File: src/rtl/scoreboard_reg_file_if.sv
// Writeback, read and issue signals of the scoreboarded register file.
// The master is the pipeline; the slave is the register file.
interface scoreboard_reg_file_if #(
  parameter int BIT_WIDTH       = 32,
  parameter int REG_INDEX_WIDTH = 4
);
  logic                       en_write;
  logic [REG_INDEX_WIDTH-1:0] dr_ind;
  logic [BIT_WIDTH-1:0]       data_in;
  logic [REG_INDEX_WIDTH-1:0] sr1_ind;
  logic [REG_INDEX_WIDTH-1:0] sr2_ind;
  logic [BIT_WIDTH-1:0]       sr1;
  logic [BIT_WIDTH-1:0]       sr2;
  logic                       sr1_busy;
  logic                       sr2_busy;
  logic                       issue_valid;
  logic [REG_INDEX_WIDTH-1:0] issue_ind;
  logic                       issue_ready;
  logic [REG_INDEX_WIDTH:0]   busy_count;

  modport master (
    output en_write, dr_ind, data_in, sr1_ind, sr2_ind, issue_valid, issue_ind,
    input  sr1, sr2, sr1_busy, sr2_busy, issue_ready, busy_count
  );

  modport slave (
    input  en_write, dr_ind, data_in, sr1_ind, sr2_ind, issue_valid, issue_ind,
    output sr1, sr2, sr1_busy, sr2_busy, issue_ready, busy_count
  );
endinterface

File: src/rtl/scoreboard_reg_file.sv
// Register file with a per-register busy scoreboard, optional write-through
// forwarding and an optional hard-wired zero register.

module sb_rd_port #(
  parameter int BIT_WIDTH       = 32,
  parameter int REG_INDEX_WIDTH = 4,
  parameter bit ZERO_REG        = 1'b1,
  parameter bit BYPASS          = 1'b1
) (
  input  logic [REG_INDEX_WIDTH-1:0]                          ind,
  input  logic [(1<<REG_INDEX_WIDTH)-1:0][BIT_WIDTH-1:0]      regs,
  input  logic [(1<<REG_INDEX_WIDTH)-1:0]                     busy,
  input  logic                                                wr_ok,
  input  logic [REG_INDEX_WIDTH-1:0]                          dr_ind,
  input  logic [BIT_WIDTH-1:0]                                data_in,
  output logic [BIT_WIDTH-1:0]                                data,
  output logic                                                data_busy
);
  logic zero, fwd;

  // wr_ok already excludes a zeroed r0, so fwd never fires for it
  assign zero = ZERO_REG && (ind == '0);
  assign fwd  = BYPASS && wr_ok && (dr_ind == ind);

  always_comb begin
    data      = regs[ind];
    data_busy = busy[ind];
    if (zero) begin
      data      = '0;
      data_busy = 1'b0;
    end else if (fwd) begin
      data      = data_in;
      data_busy = 1'b0;
    end
  end
endmodule

module scoreboard_reg_file #(
  parameter int                   BIT_WIDTH       = 32,
  parameter int                   REG_INDEX_WIDTH = 4,
  parameter logic [BIT_WIDTH-1:0] RESET_VALUE     = '0,
  parameter bit                   ZERO_REG        = 1'b1,
  parameter bit                   BYPASS          = 1'b1
) (
  input logic                  clk,
  input logic                  reset,
  scoreboard_reg_file_if.slave bus
);
  localparam int DEPTH = 1 << REG_INDEX_WIDTH;
  localparam int NUM_RD = 2;

  logic [DEPTH-1:0][BIT_WIDTH-1:0] regs;
  logic [DEPTH-1:0]                busy, busy_nxt, set_vec, clr_vec;
  logic [REG_INDEX_WIDTH:0]        cnt;
  logic                            wr_ok, issue_zero, issue_fire, inc, dec;

  logic [NUM_RD-1:0][REG_INDEX_WIDTH-1:0] rd_ind;
  logic [NUM_RD-1:0][BIT_WIDTH-1:0]       rd_data;
  logic [NUM_RD-1:0]                      rd_busy;

  assign wr_ok      = bus.en_write && !(ZERO_REG && (bus.dr_ind == '0));
  assign issue_zero = ZERO_REG && (bus.issue_ind == '0);

  assign bus.issue_ready = issue_zero || !busy[bus.issue_ind] ||
                           (bus.en_write && (bus.dr_ind == bus.issue_ind));
  assign issue_fire = bus.issue_valid && bus.issue_ready && !issue_zero;

  assign set_vec  = issue_fire ? (DEPTH'(1) << bus.issue_ind) : '0;
  assign clr_vec  = wr_ok ? (DEPTH'(1) << bus.dr_ind) : '0;
  // set after clear: a same-index issue keeps the register reserved
  assign busy_nxt = (busy & ~clr_vec) | set_vec;

  // count only real bit transitions so cnt tracks popcount(busy) exactly
  assign inc = issue_fire && !busy[bus.issue_ind];
  assign dec = wr_ok && busy[bus.dr_ind] &&
               !(issue_fire && (bus.issue_ind == bus.dr_ind));

  always_ff @(posedge clk) begin
    if (reset) begin
      for (int i = 0; i < DEPTH; i++) regs[i] <= RESET_VALUE;
      busy <= '0;
      cnt  <= '0;
    end else begin
      if (wr_ok) regs[bus.dr_ind] <= bus.data_in;
      busy <= busy_nxt;
      case ({inc, dec})
        2'b10:   cnt <= cnt + 1'b1;
        2'b01:   cnt <= cnt - 1'b1;
        default: cnt <= cnt;
      endcase
    end
  end

  assign bus.busy_count = cnt;

  assign rd_ind = {bus.sr2_ind, bus.sr1_ind};

  for (genvar p = 0; p < NUM_RD; p++) begin : g_rd
    sb_rd_port #(
      .BIT_WIDTH       (BIT_WIDTH),
      .REG_INDEX_WIDTH (REG_INDEX_WIDTH),
      .ZERO_REG        (ZERO_REG),
      .BYPASS          (BYPASS)
    ) u_rd (
      .ind       (rd_ind[p]),
      .regs      (regs),
      .busy      (busy),
      .wr_ok     (wr_ok),
      .dr_ind    (bus.dr_ind),
      .data_in   (bus.data_in),
      .data      (rd_data[p]),
      .data_busy (rd_busy[p])
    );
  end

  assign bus.sr1      = rd_data[0];
  assign bus.sr2      = rd_data[1];
  assign bus.sr1_busy = rd_busy[0];
  assign bus.sr2_busy = rd_busy[1];
endmodule

File: src/flat_wrapper.sv
// flat-port wrapper written by rule: the top's interface ports become plain ports
module scoreboard_reg_file_flat 
#(
  parameter int                   BIT_WIDTH       = 32,
  parameter int                   REG_INDEX_WIDTH = 4,
  parameter logic [BIT_WIDTH-1:0] RESET_VALUE     = '0,
  parameter bit                   ZERO_REG        = 1'b1,
  parameter bit                   BYPASS          = 1'b1
)
  (clk, reset, bus_en_write, bus_dr_ind, bus_data_in, bus_sr1_ind, bus_sr2_ind, bus_issue_valid, bus_issue_ind, bus_sr1, bus_sr2, bus_sr1_busy, bus_sr2_busy, bus_issue_ready, bus_busy_count);
  scoreboard_reg_file_if #(.BIT_WIDTH(BIT_WIDTH), .REG_INDEX_WIDTH(REG_INDEX_WIDTH)) bus_i ();
  input logic clk;
  input logic reset;
  input wire logic [$bits(bus_i.en_write)-1:0] bus_en_write;
  input wire logic [$bits(bus_i.dr_ind)-1:0] bus_dr_ind;
  input wire logic [$bits(bus_i.data_in)-1:0] bus_data_in;
  input wire logic [$bits(bus_i.sr1_ind)-1:0] bus_sr1_ind;
  input wire logic [$bits(bus_i.sr2_ind)-1:0] bus_sr2_ind;
  input wire logic [$bits(bus_i.issue_valid)-1:0] bus_issue_valid;
  input wire logic [$bits(bus_i.issue_ind)-1:0] bus_issue_ind;
  output wire logic [$bits(bus_i.sr1)-1:0] bus_sr1;
  output wire logic [$bits(bus_i.sr2)-1:0] bus_sr2;
  output wire logic [$bits(bus_i.sr1_busy)-1:0] bus_sr1_busy;
  output wire logic [$bits(bus_i.sr2_busy)-1:0] bus_sr2_busy;
  output wire logic [$bits(bus_i.issue_ready)-1:0] bus_issue_ready;
  output wire logic [$bits(bus_i.busy_count)-1:0] bus_busy_count;
  assign bus_i.en_write = bus_en_write;
  assign bus_i.dr_ind = bus_dr_ind;
  assign bus_i.data_in = bus_data_in;
  assign bus_i.sr1_ind = bus_sr1_ind;
  assign bus_i.sr2_ind = bus_sr2_ind;
  assign bus_i.issue_valid = bus_issue_valid;
  assign bus_i.issue_ind = bus_issue_ind;
  assign bus_sr1 = bus_i.sr1;
  assign bus_sr2 = bus_i.sr2;
  assign bus_sr1_busy = bus_i.sr1_busy;
  assign bus_sr2_busy = bus_i.sr2_busy;
  assign bus_issue_ready = bus_i.issue_ready;
  assign bus_busy_count = bus_i.busy_count;
  scoreboard_reg_file #(.BIT_WIDTH(BIT_WIDTH), .REG_INDEX_WIDTH(REG_INDEX_WIDTH), .RESET_VALUE(RESET_VALUE), .ZERO_REG(ZERO_REG), .BYPASS(BYPASS)) u_core (.clk(clk), .reset(reset), .bus(bus_i));
endmodule
File: config.mk
export PLATFORM = sky130hd
export DESIGN_NAME = scoreboard_reg_file_flat
export DESIGN_NICKNAME = d
export VERILOG_FILES = /design/src/rtl/scoreboard_reg_file_if.sv /design/src/rtl/scoreboard_reg_file.sv /design/src/flat_wrapper.sv
export SDC_FILE = /design/constraint.sdc
export NUM_CORES = 2
export LEC_CHECK = 0
export ABC_AREA = 1
export CAP_MARGIN = 20
export CORE_UTILIZATION = 30
export CTS_BUF_LIST = sky130_fd_sc_hd__clkbuf_4 sky130_fd_sc_hd__clkbuf_8
export DETAILED_ROUTE_END_ITERATION = 16
export GPL_ROUTABILITY_DRIVEN = 0
export GPL_TIMING_DRIVEN = 1
export HOLD_SLACK_MARGIN = 0.1
export SLEW_MARGIN = 20
export SYNTH_ARGS = -nofsm -noshare
export SYNTH_HDL_FRONTEND = slang
export SYNTH_SLANG_ARGS = --single-unit
File: constraint.sdc
create_clock -name clk -period 3.5 [get_ports clk]
set_clock_uncertainty 0.05 [all_clocks]
set_input_delay 0.35 -clock clk [delete_from_list [all_inputs] [get_ports clk]]
set_output_delay 0.35 -clock clk [all_outputs]
set_load 0.01 [all_outputs]
== Yosys cells after proc, flatten, opt, wreduce, memory -nomap -nowiden ==
Index checks and enable logic that the tools add are counted.
Word-level totals
  bits in registers: 533
  latch bits: 0
  RAM bits: 0
  ROM bits: 0
  bits of input ports: 52
  logic and storage cells: 84
  memories: 0
Operators by class
  $add $sub $neg: 2
  $mul: 0
  divide/modulo/power cells: 0
  order comparisons: 5
  equal/unequal tests: 6
  shift operators: 2
  muxes and demuxes: 26
  bitwise gates (word level): 3
  reductions and logical operators: 22
Operators with widths (number)
  $bwmux W512: 1
  $bmux W32 S4: 2
  $mux W32: 7
  $demux W32 S4: 1
  $mux W16: 2
  $shl A1 B4 Y16 const A: 2
  $lt A4 B5 Y1 const B: 4
  $and A16 B16 Y16: 1
  $bmux W1 S4: 4
  $eq A4 B4 Y1: 4
  $logic_not A4 Y1: 4
  $not A16 Y16: 1
  $or A16 B16 Y16: 1
  $logic_and A1 B1 Y1: 11
  $pmux W5 S2: 1
  $mux W1: 8
  $add A5 B1 Y5 const B: 1
  $sub A5 B1 Y5 const B: 1
  $ge A4 B1 Y1 const B: 1
  $logic_not A1 Y1: 4
  $eq A2 B1 Y1 const B: 1
  $eq A2 B2 Y1 const B: 1
  $logic_or A1 B1 Y1: 2
  $reduce_bool A2 Y1: 1

== Logic depth before layout (Yosys ltp) ==
  word-level depth: 12
  gate-level depth with buffers: 18

== Cells and area by module ==
From an unflattened synthesis, not the netlist that was laid out.
Second synthesis, totals
  cell total of the unflattened synthesis: 6100
  area, all modules: 34031.4 µm²
By module, submodules not included
  scoreboard_reg_file: instances 1, cells each 2488, area each 19254.7 µm²
  sb_rd_port: instances 2, cells each 1806, area each 7388.3 µm²

== Worst setup path after synthesis ==
No wires, ideal clock.
  kind: in2reg
  start point: in bus_issue_ind[3]
  end point: reg u_core.cnt[4], in the netlist u_core.bus.busy_count[4]
  library setup time: 0.070 ns
  arrival: 2.615 ns
  required time: 3.380 ns
  path slack: 0.764 ns
  stages: 14
  path buffers: 3
  path through: buf_4 -> clkinv_1 -> nand3_1 -> and2_1 -> buf_2 -> buf_2 -> nand3_1 -> ha_1 -> fa_1 -> a21o_1 -> a21oi_1 -> xor2_1 -> nand2_1 -> a21oi_1
Between the ends
  cells in the longest elaborated chain, start to end: 12
RTL lines
  start: declaration: line flat_wrapper.sv:20  | input wire logic [$bits(bus_i.issue_ind)-1:0] bus_issue_ind;
  $bmux W1 S4: line scoreboard_reg_file.sv:64, scoreboard_reg_file.sv:74
  $mux W1 (not written as such): line scoreboard_reg_file.sv:64, scoreboard_reg_file.sv:74
  $logic_not A1 Y1: line scoreboard_reg_file.sv:64, scoreboard_reg_file.sv:74
  $logic_or A1 B1 Y1 (2 in a row): line scoreboard_reg_file.sv:64  | assign bus.issue_ready = issue_zero || !busy[bus.issue_ind] ||
  $logic_and A1 B1 Y1 (2 in a row): line scoreboard_reg_file.sv:66  | assign issue_fire = bus.issue_valid && bus.issue_ready && !issue_zero;
  $logic_and A1 B1 Y1: line scoreboard_reg_file.sv:76  | !(issue_fire && (bus.issue_ind == bus.dr_ind));
  $logic_not A1 Y1: line scoreboard_reg_file.sv:76
  $logic_and A1 B1 Y1: line scoreboard_reg_file.sv:75  | assign dec = wr_ok && busy[bus.dr_ind] &&
  $eq A2 B1 Y1 / $eq A2 B2 Y1 (equally long branches): line scoreboard_reg_file.sv:86  | case ({inc, dec})
  $pmux W5 S2 / $reduce_bool A2 Y1 (equally long branches)
  end signal: assignment: line scoreboard_reg_file.sv:87  | 2'b10: cnt <= cnt + 1'b1;
  end signal: assignment: line scoreboard_reg_file.sv:88  | 2'b01: cnt <= cnt - 1'b1;
  end signal: assignment: line scoreboard_reg_file.sv:89  | default: cnt <= cnt;
  end: declaration: line scoreboard_reg_file.sv:54  | logic [REG_INDEX_WIDTH:0] cnt;
Parallel ways exist; a longest one is shown, timed or not. The select of a mux whose other input is x is not followed.
A chain may end at the register's enable or synchronous reset.

== Final worst setup path ==
  start point: in bus_sr2_ind[2]
  end point: out bus_sr2[21]
Between the ends
  cells in the longest elaborated chain, start to end: 4
RTL lines
  start: declaration: line flat_wrapper.sv:18  | input wire logic [$bits(bus_i.sr2_ind)-1:0] bus_sr2_ind;
  $bmux W32 S4 / $eq A4 B4 Y1 (equally long branches): line scoreboard_reg_file.sv:26, scoreboard_reg_file.sv:23
  $mux W32 (not written as such) / $logic_and A1 B1 Y1 (equally long branches): line scoreboard_reg_file.sv:26, scoreboard_reg_file.sv:23
  $mux W32: line scoreboard_reg_file.sv:31  | end else if (fwd) begin
  $mux W32 *: line scoreboard_reg_file.sv:28  | if (zero) begin
  end: declaration: line flat_wrapper.sv:22  | output wire logic [$bits(bus_i.sr2)-1:0] bus_sr2;
Mark *: on every way between the ends. The rest lies on a longest branch, timed or not. The select of a mux whose other input is x is not followed.

==> impl_metrics.env <==
export IMPL_path_clk_slew_ns=0.06
export IMPL_path_max_fanout=10
export IMPL_grt_max_degree=105
export IMPL_arrival_ns=2.98
export IMPL_outcome="completed"
export IMPL_numCtsBuffers=93
export IMPL_fin_crit_ns=3.38
export IMPL_postLayoutCoreUtil_pct=35.2
export IMPL_drtAntennaViolNets=0
export IMPL_vias=33083
export IMPL_max_slew_margin_rel_pct=35.3
export IMPL_antenna_found_initial=3
export IMPL_peakVddDrop_uv=301
export IMPL_ys_warn_count=0
export IMPL_cts_setup_buffers=0
export IMPL_start_kind="input pin"
export IMPL_leakage_uw=0.0121
export IMPL_clock_sinks=533
export IMPL_avgSynthCellArea_um2=6.54
export IMPL_wl_um=129000
export IMPL_endpoint_kind="output pin"
export IMPL_io_pins=124
export IMPL_grt_pass1_wl_um=191000
export IMPL_clk_latency_ns=0.72
export IMPL_tns_ns=0
export IMPL_gr_total_overflow=0
export IMPL_slowest_delay_ns=0.66
export IMPL_p_per_area_nw_per_um2=432
export IMPL_syn_cell_area_um2=29700
export IMPL_grtUsageTotal_pct=24.9
export IMPL_rows=115
export IMPL_htreeDepth=3
export IMPL_die_h_um=317
export IMPL_drt_iter0_drc=4430
export IMPL_tightest_slew_ns=0.971
export IMPL_swShare_pct=29.8
export IMPL_hold_path_class="input pin to register"
export IMPL_cp_num_buf_inv=3
export IMPL_coreArea_um2=98300
export IMPL_path_delay_family="buffers and inverters"
export IMPL_die_area_um2=100000
export IMPL_setup_viol=0
export IMPL_rr_worst_depth=17
export IMPL_layout_drive_gt1_share_pct=9.88
export IMPL_critPathMostFrequentCell="clkdlybuf4s50_1"
export IMPL_synth_cell_types=39
export IMPL_slew_violations=0
export IMPL_layout_nets=4563
export IMPL_clkPwrFrac_pct=42.2
export IMPL_cap_viol_max_count=0
export IMPL_slowest_stage="clkdlybuf4s50_1"
export IMPL_worstPathRequired_ns=3.10
export IMPL_start_util_pct=30.3
export IMPL_cts_tree="built"
export IMPL_cts_buffer_depth=3
export IMPL_p_int_uw=10500
export IMPL_hold_viol=0
export IMPL_seq_power_share_pct=41.7
export IMPL_rsz0062_at_grt="false"
export IMPL_ys_seq_area_share_pct=35.9
export IMPL_cts_root_buf="clkbuf_8"
export IMPL_pwr_share_comb_pct=16.0
export IMPL_hold_depth=2
export IMPL_area_delta_synth_final_pct=16.3
export IMPL_path_cells="clkdlybuf4s50_1 -> nor2_4 -> nand3_2 -> buf_4 -> o21ai_0 -> a21oi_1 -> clkdlybuf4s50_1"
export IMPL_switchingPower_uw=4450
export IMPL_drt_pass1_iterations=6
export IMPL_die_w_um=317
export IMPL_crit_type="input pin to output pin"
export IMPL_synth_nets=4604
export IMPL_syn_inst=4547
export IMPL_max_freq_ghz=0.296
export IMPL_hpwl_um=78500
export IMPL_port_buffers=123
export IMPL_drc=0
export IMPL_synth_edf_count=0
export IMPL_fin_crit_sh_pct=96.7
export IMPL_cp_depth=7
export IMPL_synthArstFlopShare_pct=0
export IMPL_synth_seq_cells=533
export IMPL_grt_pass1_vias=29938
export IMPL_synth_flop_cell="dfxtp_1"
export IMPL_wire_per_inst_um=22.0
export IMPL_vias_per_cell=5.64
area by class of cell:
type                       count  area (um^2)
clock buffer                 148         1870
fill                       10506        63700
sequential                   533        10700
tap                         1287         1610
inverter                     266         1020
antenna                        2         5.00
clock inverter                17          146
multi-input combinational   3273        15900
timing repair buffer         339         3380
final timing paths:
| path | from | to | slack, ns |
|---|---|---|---|
| setup reg to reg | u_core.busy[14] | u_core.bus.busy_count[3] | 0.78 |
| hold reg to reg | u_core.regs[23] | u_core.regs[23] | 0.39 |
| setup / recovery | bus_sr2_ind[2] | bus_sr2[21] | 0.12 |
| hold / removal | reset | u_core.regs[14] | 0.11 |
routing by layer:
| layer | track usage [%] | up-vias | routed length [um] |
|---|---|---|---|
| li1 | - | 15327 | - |
| met1 | 32.3 | 15413 | 52300 |
| met2 | 38.7 | 1926 | 57000 |
| met3 | 4.88 | 413 | 12600 |
| met4 | 13.9 | 4 | 6910 |
| met5 | 0 | - | 23 |
cell usage after synthesis (8+ instances only):
master / n / area, um^2
a211oi_1: 177 / 1330
a211oi_2: 9 / 113
a21o_1: 11 / 82.6
a21oi_1: 694 / 3470
buf_1: 29 / 109
buf_2: 160 / 801
buf_4: 31 / 233
buf_6: 14 / 158
clkbuf_1: 236 / 886
dfxtp_1: 533 / 10700
inv_1: 248 / 931
inv_2: 15 / 56.3
nand2_1: 754 / 2830
nand2_2: 8 / 50.1
nand3_1: 214 / 1070
nand4_1: 38 / 238
nor2_1: 496 / 1860
nor3_1: 62 / 310
o211ai_1: 74 / 556
o21ai_0: 668 / 3340
o22ai_1: 17 / 106
xor2_1: 10 / 87.6
layout by cell type (no fill, tap or decap), types with 4 or more instances in the layout:
cell and n:
nand3_2 4, nor2_4 7, clkinv_2 11, clkdlybuf4s50_1 115, clkbuf_4 27, ha_1 4
o221ai_1 6, nand2_2 11, a21oi_1 694, inv_1 244, a211oi_2 9, dfxtp_1 533
nor2_2 7, xor2_1 10, inv_2 15, buf_12 41, a31oi_1 5, clkbuf_8 121
nand2_1 751, nor3_1 61, a211oi_1 177, o21ai_0 668, o211ai_1 74, nand3_1 211
xnor2_1 6, a21o_1 11, nor2_1 491, buf_4 175, o22ai_1 17, inv_4 4
nand4_1 38
per-stage QoR:
| stage | area, um^2 | std cells | total power [uW] | hold slack, ns | setup slack [ns] |
|---|---|---|---|---|---|
| global route | 34600 | 5864 | 15400 | 0.153 | 0.0489 |
| CTS | 34600 | 5863 | 14900 | 0.103 | 0.0527 |
| global placement | 32600 | 5698 | 8670 | 0.367 | -0.0414 |
| detailed placement | 32600 | 5698 | 8680 | 0.374 | -0.0823 |
| floorplan | 29700 | 4547 | 7650 | 0.360 | 0.764 |
| finish | 34600 | 5865 | 14900 | 0.108 | 0.117 |
kinds of logic (layout without fill, tap and decap cells):
logic type                 after synthesis  in the layout  synth area share, %
DFF                                    533            533                 35.9
AOI/OAI and AO/OA                     1664           1664                 30.6
other                                    0              2                    0
and+or+nand+nor                       1588           1588                 22.0
buffers and inverters                  741            770                 10.8
adders and majority gates                5              5                0.236
xor gates and xnor gates                16             16                0.471
power by group through the flow:
stage                     sequential (uW)  clock (uW)  combinational (uW)
final                                6230        6310                2390
after global routing                 6230        6650                2540
after CTS                            6230        6370                2330
after detailed placement             6360           0                2330
after global placement               6360           0                2320
after floorplan                      6350           0                1300
state kept, by name (all words and copies together) (netlist names):
signal                 count
u_core.busy               16
u_core.bus.busy_count      5
u_core.regs              512
timing repair:
item | 4_1_cts | 5_1_grt
hold buffers | 0 | 0
resized for setup | 2 | 1
endpoints found under the setup margin | 2 | 19
Note: power is estimated with default switching activity, not from simulation.
